### src/rtl/mmio_store_buffer_if.sv
// CPU data-port and drain-side handshake bundle for mmio_store_buffer.
// master = CPU/consumer side, slave = the store buffer itself.
interface mmio_store_buffer_if;
  logic        MemWrite;
  logic [31:0] DataAdr;
  logic [31:0] WriteData;
  logic [31:0] ReadData;
  logic        Out_valid;
  logic [31:0] Out_data;
  logic        Out_ready;
  logic [31:0] Out_stamp;

  modport master (
    output MemWrite, DataAdr, WriteData, Out_ready,
    input  ReadData, Out_valid, Out_data, Out_stamp
  );

  modport slave (
    input  MemWrite, DataAdr, WriteData, Out_ready,
    output ReadData, Out_valid, Out_data, Out_stamp
  );
endinterface

### src/rtl/mmio_store_buffer.sv
// MMIO store-capture FIFO: CPU stores to BASE_ADDR are queued and drained over valid/ready.
// Optional per-entry cycle stamp when MMIO_BUF_TIMESTAMP_EN is defined.
module mmio_store_buffer #(
  parameter logic [31:0] BASE_ADDR = 32'h0000_1000,
  parameter int          DEPTH     = 8
) (
  input logic                CLK,
  input logic                RESET,
  mmio_store_buffer_if.slave bus
);
  localparam int AW = $clog2(DEPTH);

  logic [AW-1:0] rd_ptr;
  logic [AW-1:0] wr_ptr;
  logic [AW:0]   count;
  logic          ovf;
  logic [31:0]   data_mem [DEPTH];

  logic hit_data;
  logic hit_ctrl;
  logic hit_status;
  logic flush;
  logic ovf_clr;
  logic full;
  logic empty;
  logic push;
  logic pop;
  logic [7:0] count_byte;

  assign hit_data   = bus.MemWrite && (bus.DataAdr == BASE_ADDR);
  assign hit_ctrl   = bus.MemWrite && (bus.DataAdr == BASE_ADDR + 32'd8);
  assign hit_status = (bus.DataAdr == BASE_ADDR + 32'd4);
  assign flush      = hit_ctrl && bus.WriteData[0];
  assign ovf_clr    = hit_ctrl && bus.WriteData[1];

  assign full  = (count == (AW+1)'(DEPTH));
  assign empty = (count == '0);
  assign pop   = !empty && bus.Out_ready;
  // A full FIFO still takes a store when the head leaves in the same cycle.
  assign push  = hit_data && (!full || pop);

  always_ff @(posedge CLK or posedge RESET) begin
    if (RESET) begin
      rd_ptr <= '0;
      wr_ptr <= '0;
      count  <= '0;
    end else if (flush) begin
      rd_ptr <= '0;
      wr_ptr <= '0;
      count  <= '0;
    end else begin
      if (push) wr_ptr <= wr_ptr + AW'(1);
      if (pop)  rd_ptr <= rd_ptr + AW'(1);
      case ({push, pop})
        2'b10:   count <= count + (AW+1)'(1);
        2'b01:   count <= count - (AW+1)'(1);
        default: count <= count;
      endcase
    end
  end

  always_ff @(posedge CLK or posedge RESET) begin
    if (RESET)                  ovf <= 1'b0;
    else if (ovf_clr)           ovf <= 1'b0;
    else if (hit_data && !push) ovf <= 1'b1;
  end

  always_ff @(posedge CLK) begin
    if (push && !flush) data_mem[wr_ptr] <= bus.WriteData;
  end

  assign bus.Out_valid = !empty;
  // Gated so stale storage never leaks out after reset or flush.
  assign bus.Out_data  = empty ? 32'h0 : data_mem[rd_ptr];

  assign count_byte   = 8'(count);
  assign bus.ReadData = hit_status ? {16'h0, ovf, full, empty, 5'b0, count_byte} : 32'h0;

`ifdef MMIO_BUF_TIMESTAMP_EN
  logic [31:0] stamp_cnt;
  logic [31:0] stamp_mem [DEPTH];

  always_ff @(posedge CLK or posedge RESET) begin
    if (RESET) stamp_cnt <= 32'h0;
    else       stamp_cnt <= stamp_cnt + 32'd1;
  end

  always_ff @(posedge CLK) begin
    if (push && !flush) stamp_mem[wr_ptr] <= stamp_cnt;
  end

  assign bus.Out_stamp = empty ? 32'h0 : stamp_mem[rd_ptr];
`else
  assign bus.Out_stamp = 32'h0;
`endif

endmodule
### src/flat_wrapper.sv
// flat-port wrapper written by rule: the top's interface ports become plain ports
module mmio_store_buffer_flat 
#(
  parameter logic [31:0] BASE_ADDR = 32'h0000_1000,
  parameter int          DEPTH     = 8
)
  (CLK, RESET, bus_MemWrite, bus_DataAdr, bus_WriteData, bus_Out_ready, bus_ReadData, bus_Out_valid, bus_Out_data, bus_Out_stamp);
  mmio_store_buffer_if bus_i ();
  input logic CLK;
  input logic RESET;
  input wire logic [$bits(bus_i.MemWrite)-1:0] bus_MemWrite;
  input wire logic [$bits(bus_i.DataAdr)-1:0] bus_DataAdr;
  input wire logic [$bits(bus_i.WriteData)-1:0] bus_WriteData;
  input wire logic [$bits(bus_i.Out_ready)-1:0] bus_Out_ready;
  output wire logic [$bits(bus_i.ReadData)-1:0] bus_ReadData;
  output wire logic [$bits(bus_i.Out_valid)-1:0] bus_Out_valid;
  output wire logic [$bits(bus_i.Out_data)-1:0] bus_Out_data;
  output wire logic [$bits(bus_i.Out_stamp)-1:0] bus_Out_stamp;
  assign bus_i.MemWrite = bus_MemWrite;
  assign bus_i.DataAdr = bus_DataAdr;
  assign bus_i.WriteData = bus_WriteData;
  assign bus_i.Out_ready = bus_Out_ready;
  assign bus_ReadData = bus_i.ReadData;
  assign bus_Out_valid = bus_i.Out_valid;
  assign bus_Out_data = bus_i.Out_data;
  assign bus_Out_stamp = bus_i.Out_stamp;
  mmio_store_buffer #(.BASE_ADDR(BASE_ADDR), .DEPTH(DEPTH)) u_core (.CLK(CLK), .RESET(RESET), .bus(bus_i));
endmodule
### config.mk
export PLATFORM = sky130hd
export DESIGN_NAME = mmio_store_buffer_flat
export DESIGN_NICKNAME = d
export VERILOG_FILES = /design/src/rtl/mmio_store_buffer_if.sv /design/src/rtl/mmio_store_buffer.sv /design/src/flat_wrapper.sv
export SDC_FILE = /design/constraint.sdc
export NUM_CORES = 1
export LEC_CHECK = 0
export BUFFER_PORTS_ARGS = -buffer_cell sky130_fd_sc_hd__buf_2
export CORE_MARGIN = 2
export CORE_UTILIZATION = 45
export DETAILED_ROUTE_END_ITERATION = 6
export PLACE_DENSITY_LB_ADDON = 0.05
export SYNTH_ARGS = -nofsm -noshare
export SYNTH_HDL_FRONTEND = slang
export SYNTH_SLANG_ARGS = --single-unit
### constraint.sdc
create_clock -name CLK -period 5.5 [get_ports CLK]
set_input_delay 0 -clock CLK [delete_from_list [all_inputs] [get_ports CLK]]
set_output_delay 0 -clock CLK [all_outputs]
set_load 0.02 [all_outputs]
# == Word-level counts from Yosys, hierarchy flattened ==
# Memory sizes are Yosys's and may differ from the RTL's.
# Index checks and enable logic that the tools add are counted.
# totals
regBits,11
ramBits,256
in_bits,68
output_inout_bits,97
elab_cells,45
mem_count,1
# classes
addsub,4
n_eq_ne,6
mux,12
reduce_logical,18
# mem_list
name,words,width,read_ports,rd_clocked_by_memory_dff,wr,line_no,source
u_core.data_mem,8,32,1,0,1,mmio_store_buffer.sv:17,logic [31:0] data_mem [DEPTH];
# ops
operator,n
32-bit by 13-bit equality test with 1-bit output (second input constant),3
32-bit 2-to-1 mux,1
16-bit 2-to-1 mux,1
3-bit 2-to-1 mux,4
1-bit logical AND,8
4-bit one-hot mux with 2 select lines,1
3-bit by 1-bit adder with 3-bit output (second input constant),2
2-bit nonzero test,3
4-bit by 1-bit adder with 4-bit output (second input constant),1
4-bit equality test (second input constant),1
1-bit zero test,4
4-bit zero test,1
1-bit 2-to-1 mux,4
4-bit 2-to-1 mux,1
4-bit by 1-bit subtractor with 4-bit output (second input constant),1
3-bit nonzero test,1
2-bit by 1-bit equality test with 1-bit output (second input constant),1
2-bit equality test (second input constant),1
1-bit logical OR,1

# == Logic depth before layout (Yosys ltp) ==
# logic_depth
word_depth,9
ltp_mapped,13
depth_no_buf,13

# == Least setup slack after synthesis ==
# No wires, ideal clock.
# synth_path
kind,input to register
startpoint,in bus_DataAdr[20]
endpoint,mem u_core.data_mem[0][0] (enable)
setup_ps,461
arrival_ps,3721
t_required_ps,5039
slack_ps,1318
stages,6
path_buffers,1
cell_sequence,nor4_2 nand2_1 or4_1 buf_2 or4_4 nor3_1
# synth_between
elab_chain_cells,7
elab_cells_between_ends,10
cone_classes,eq/ne (2); mux (2); reduce/logical (6)
# synth_rtl
element,line_no,source
start: declaration,flat_wrapper.sv:12,input wire logic [$bits(bus_i.DataAdr)-1:0] bus_DataAdr;
32-bit by 13-bit equality test with 1-bit output,mmio_store_buffer.sv:31,assign hit_ctrl = bus.MemWrite && (bus.DataAdr == BASE_ADDR + 32'd8);
1-bit logical AND,mmio_store_buffer.sv:31,
1-bit logical AND,mmio_store_buffer.sv:33,assign flush = hit_ctrl && bus.WriteData[0];
1-bit zero test,mmio_store_buffer.sv:69,if (push && !flush) data_mem[wr_ptr] <= bus.WriteData;
1-bit logical AND *,mmio_store_buffer.sv:69,
1-bit 2-to-1 mux *,mmio_store_buffer.sv:69,
1-bit 2-to-1 mux (not written as such) *,mmio_store_buffer.sv:69,
end: declaration,mmio_store_buffer.sv:17,
# Mark *: on every way between the ends. The rest lies on a longest branch, timed or not.

# == Worst setup path after layout ==
# layout_path
startpoint,reg u_core.count[0]
endpoint,reg u_core.count[3]
# layout_between
elab_chain_cells,8
elab_cells_between_ends,14
cone_classes,add/sub (2); eq/ne (3); mux (2); reduce/logical (7)
# layout_rtl
element,line_no,source
start: declaration,mmio_store_buffer.sv:15,logic [AW:0] count;
start signal: assignment,mmio_store_buffer.sv:55,2'b10: count <= count + (AW+1)'(1);
start signal: assignment,mmio_store_buffer.sv:56,2'b01: count <= count - (AW+1)'(1);
start signal: assignment,mmio_store_buffer.sv:57,default: count <= count;
4-bit zero test,mmio_store_buffer.sv:37,assign empty = (count == '0);
1-bit zero test,mmio_store_buffer.sv:38,assign pop = !empty && bus.Out_ready;
1-bit logical AND,mmio_store_buffer.sv:38,
1-bit logical OR,mmio_store_buffer.sv:40,assign push = hit_data && (!full || pop);
1-bit logical AND,mmio_store_buffer.sv:40,
2-bit by 1-bit equality test with 1-bit output / 2-bit equality test (equally long branches),mmio_store_buffer.sv:54,"case ({push, pop})"
4-bit one-hot mux with 2 select lines,mmio_store_buffer.sv:54,
4-bit 2-to-1 mux,mmio_store_buffer.sv:47,end else if (flush) begin
# Several ways; a longest one is shown, not always the timed one.
# A chain may end at the register's enable or synchronous reset.

==> reports/results.md <==
* **status** completed
* **largest voltage drop on the vdd net** 257 uV
* **relative slew slack** 25.8%
* **GR Layer Usage met2** 29.5%
* **met1 Resource Use GR** 23.7%
* **Reg clk slew, reported paths** 60 ps
* **final cycle utilization of the critical path** 62.6%
* **final global-route overflow total** 0
* **Hold Path End** u_core.wr_ptr[1]
* **Max Fanout on Critical Path** 9
* **power per unit of standard cell area** 370 nW/um^2
* **largest net degree at the start of global routing** 67
* **number of unique standard cell types used by synthesis** 44
* **count of TritonRoute iterations in the first routing pass** 4
* **initial antenna violation count** 0
* **die extent in y** 160 um
* **skew final** 7.44 ps
* **proportion of register bits with asynchronous set or reset after synthesis** 4.12%
* **buffer levels on the longest clock path** 3
* **level count of the clock H-tree** 1
* **Post-DP HPWL** 12300 um
* **unrepaired setup endpoints after global routing** no
* **leakage component of the power** 4.49 nW
* **row count** 57
* **All-Layer GR Usage** 17.4%
* **number of maximum-capacitance constraint violations** 0
* **remaining antenna violation count after routing** 0
* **antenna cells** 0
* **number of flops mapped to enable cells by yosys** 256
* **final layout net count** 812
* **TritonCTS clock tree** yes
* **starting utilization of the core area** 45.6%
* **clock latency of the later-clocked register in the worst-skew pair** 530 ps
* **transition time at the pin with the least slew margin** 1110 ps
* **Area growth, synth to finish** 18.7%
* **layout cell share with drive strength beyond 1** 31.1%
* **depth of the worst register-to-register path** 9
* **RePlAce Congestion** 0.696
* **most heavily used metal layer in global routing** met2
* **Syn Std Cell Area** 11000 sq um
* **clock period minus final worst setup slack** 3440 ps
* **classification of the worst setup path** flop to flop
* **TritonCTS Buffers** 29
* **number of clock sinks** 267
* **# DRC** 0
* **count of final max-slew check failures** 0
* **cell accounting for the most synthesized area** sky130_fd_sc_hd__edfxtp_1
* **class of the tightest hold or removal check** input pin to flop
* **count of vias placed by the detailed router** 5481
* **IO Pins** 165
* **Post-Syn Area per Cell** 19.3 sq um
* **reg-to-reg critical path endpoint** u_core.count[3]
* **post-synthesis sequential area ratio** 72.3%
* **number of global-route vias before repair** 5744
* **overall die area** 25700 sq um
* **Highest Clock Rate** 291 MHz
* **GR Layer Usage met3** 3.18%
* **setup violators final** 0
* **wire length per cell** 20.2 um
* **count of warnings emitted by yosys** 0
* **core area** 24200 sq um
* **drt via density** 5.06
* **number of flip-flops and latches in the synthesized netlist** 267
* **R2R setup slack** 2060 ps
* **Startpoint Class** flop
* **total routed wirelength** 21900 um
* **final hold violation count** 0
* **data arrival time of the critical path** 3870 ps
* **top-area cell type share of the netlist area** 69.8%
* **worst min-delay path startpoint** bus_DataAdr[17]
* **top cells by area in the synthesized netlist** sky130_fd_sc_hd__edfxtp_1, sky130_fd_sc_hd__mux4_2, sky130_fd_sc_hd__buf_4
* **Die Span X** 160 um
* **number of buffers added on ports** 107
* **Root Driver** sky130_fd_sc_hd__clkbuf_16
* **critical path data required time** 5930 ps
* **worst hold-check slack** 232 ps
* **worst flop-to-flop path startpoint** u_core.count[0]
* **Synth Flop Type** sky130_fd_sc_hd__edfxtp_1
* **hold depth** 6
* **first-iteration detailed-routing DRC count** 321
* **Post-Syn Instances** 571
* **Fin Setup TNS** 0 ps
* **sort of element at the end of the critical path** flop
* **wire length of the first global-routing pass** 33900 um
-- worst max-delay path, stage by stage, from the launching register on --
cell	delay, ps
sky130_fd_sc_hd__dfrtp_1	440
sky130_fd_sc_hd__or3_1	450
sky130_fd_sc_hd__nor3b_1	840
sky130_fd_sc_hd__or3_1	260
sky130_fd_sc_hd__ha_1	260
sky130_fd_sc_hd__ha_1	300
sky130_fd_sc_hd__a31o_2	240
sky130_fd_sc_hd__a211oi_1	320
sky130_fd_sc_hd__xnor2_1	160
sky130_fd_sc_hd__nor2_1	50
-- kinds of logic after synthesis --
| kind of cell | count (synthesis) | synth area share, % |
|---|---|---|
| other | 1 | 0.0340 |
| AO/OA/AOI/OAI | 13 | 0.897 |
| multiplexers | 97 | 16.1 |
| buffers and inverters | 86 | 4.94 |
| adder cells (fa/ha/maj) | 6 | 0.682 |
| AND/OR/NAND/NOR | 95 | 4.59 |
| XOR/XNOR | 6 | 0.477 |
| flip-flops | 267 | 72.3 |
-- cell usage after synthesis, types with 2 or more instances --
| cell | n |
|---|---|
| sky130_fd_sc_hd__edfxtp_1 | 256 |
| sky130_fd_sc_hd__mux4_2 | 64 |
| sky130_fd_sc_hd__buf_4 | 57 |
| sky130_fd_sc_hd__nor2_1 | 47 |
| sky130_fd_sc_hd__mux2i_1 | 33 |
| sky130_fd_sc_hd__clkbuf_1 | 14 |
| sky130_fd_sc_hd__dfrtp_1 | 11 |
| sky130_fd_sc_hd__nand2_1 | 9 |
| sky130_fd_sc_hd__nor4_1 | 7 |
| sky130_fd_sc_hd__and2_1 | 6 |
| sky130_fd_sc_hd__buf_2 | 6 |
| sky130_fd_sc_hd__ha_1 | 6 |
| sky130_fd_sc_hd__inv_1 | 5 |
| sky130_fd_sc_hd__buf_1 | 4 |
| sky130_fd_sc_hd__nand2b_1 | 4 |
| sky130_fd_sc_hd__xor2_1 | 4 |
| sky130_fd_sc_hd__a21oi_1 | 3 |
| sky130_fd_sc_hd__nor2b_1 | 3 |
| sky130_fd_sc_hd__a211oi_1 | 2 |
| sky130_fd_sc_hd__a221o_1 | 2 |
| sky130_fd_sc_hd__nor3_1 | 2 |
| sky130_fd_sc_hd__nor4_2 | 2 |
| sky130_fd_sc_hd__or3_1 | 2 |
| sky130_fd_sc_hd__xnor2_1 | 2 |
-- through the flow --
step                      power, mW  utilization, %  cell area, sq um  setup slack, ps  cells
final                          4.84            54.1             13100             2060   1084
after CTS                      4.92            54.1             13100             2080   1084
after global routing           5.06            54.1             13100             1850   1084
after global placement         3.13            48.9             11800             2170    991
after floorplan                2.94               -             11200             1320    627
after detailed placement       3.14            48.9             11800             2090    991
-- routing by layer --
layer,share of wire (%),vias up
met1,42,2783
met4,1.4,0
li1,-,2501
met5,0,-
met3,5.7,24
met2,50,173
-- registers in the layout, summed over array words and instances, names as in the netlist --
register,flops
u_core.ovf,1
u_core.count,4
u_core.rd_ptr,3
u_core.data_mem,256
u_core.wr_ptr,3
-- repair_timing --
action,4_1_cts,5_1_grt
resized for setup,0,0
buffers inserted,0,0
endpoints found under the hold margin,278,0
hold buffers,40,0
-- worst max path at each step --
stage | from | end | slack, ps | depth (start not counted)
final | u_core.count[0] | u_core.count[3] | 2060 | 9
after global routing | u_core.count[0] | u_core.count[3] | 1850 | 9
after CTS | u_core.count[0] | u_core.count[3] | 2080 | 9
after detailed placement | bus_DataAdr[21] | u_core.data_mem[3][22] | 2090 | 7
after global placement | bus_DataAdr[27] | u_core.data_mem[3][22] | 2170 | 7
after floorplan | bus_DataAdr[20] | u_core.data_mem[0][0] | 1320 | 6
-- power by group --
part           switching, mW  leakage (nW)  internal [mW]
registers             0.0944          2.45           2.23
logic                  0.382          1.63          0.381
clock network          0.730         0.412           1.01
total                   1.21          4.49           3.63
-- cell usage in the layout, fill, tap and decap left out, drive strengths merged, types with 4 or more instances in the layout --
cell | synthesis | final
buf | 67 | 121
and2 | 6 | 6
clkinv | 0 | 11
inv | 5 | 7
conb | 1 | 57
ha | 6 | 6
nor2 | 47 | 47
clkbuf | 14 | 39
nand2b | 4 | 4
dlygate4sd3 | 0 | 40
dfrtp | 11 | 11
xor2 | 4 | 4
mux4 | 64 | 64
mux2i | 33 | 33
nor4 | 9 | 9
nand2 | 9 | 9
edfxtp | 256 | 256
-- area by class of cell --
cell class | count | area (sq um)
Fill cell | 1935 | 11100
Sequential cell | 267 | 7970
Multi-Input combinational cell | 274 | 2780
Timing Repair Buffer | 161 | 1040
Clock buffer | 39 | 763
Tap cell | 324 | 405
Clock inverter | 14 | 90.1
Inverter | 5 | 18.8
Note: power is estimated with default switching activity, not from simulation.
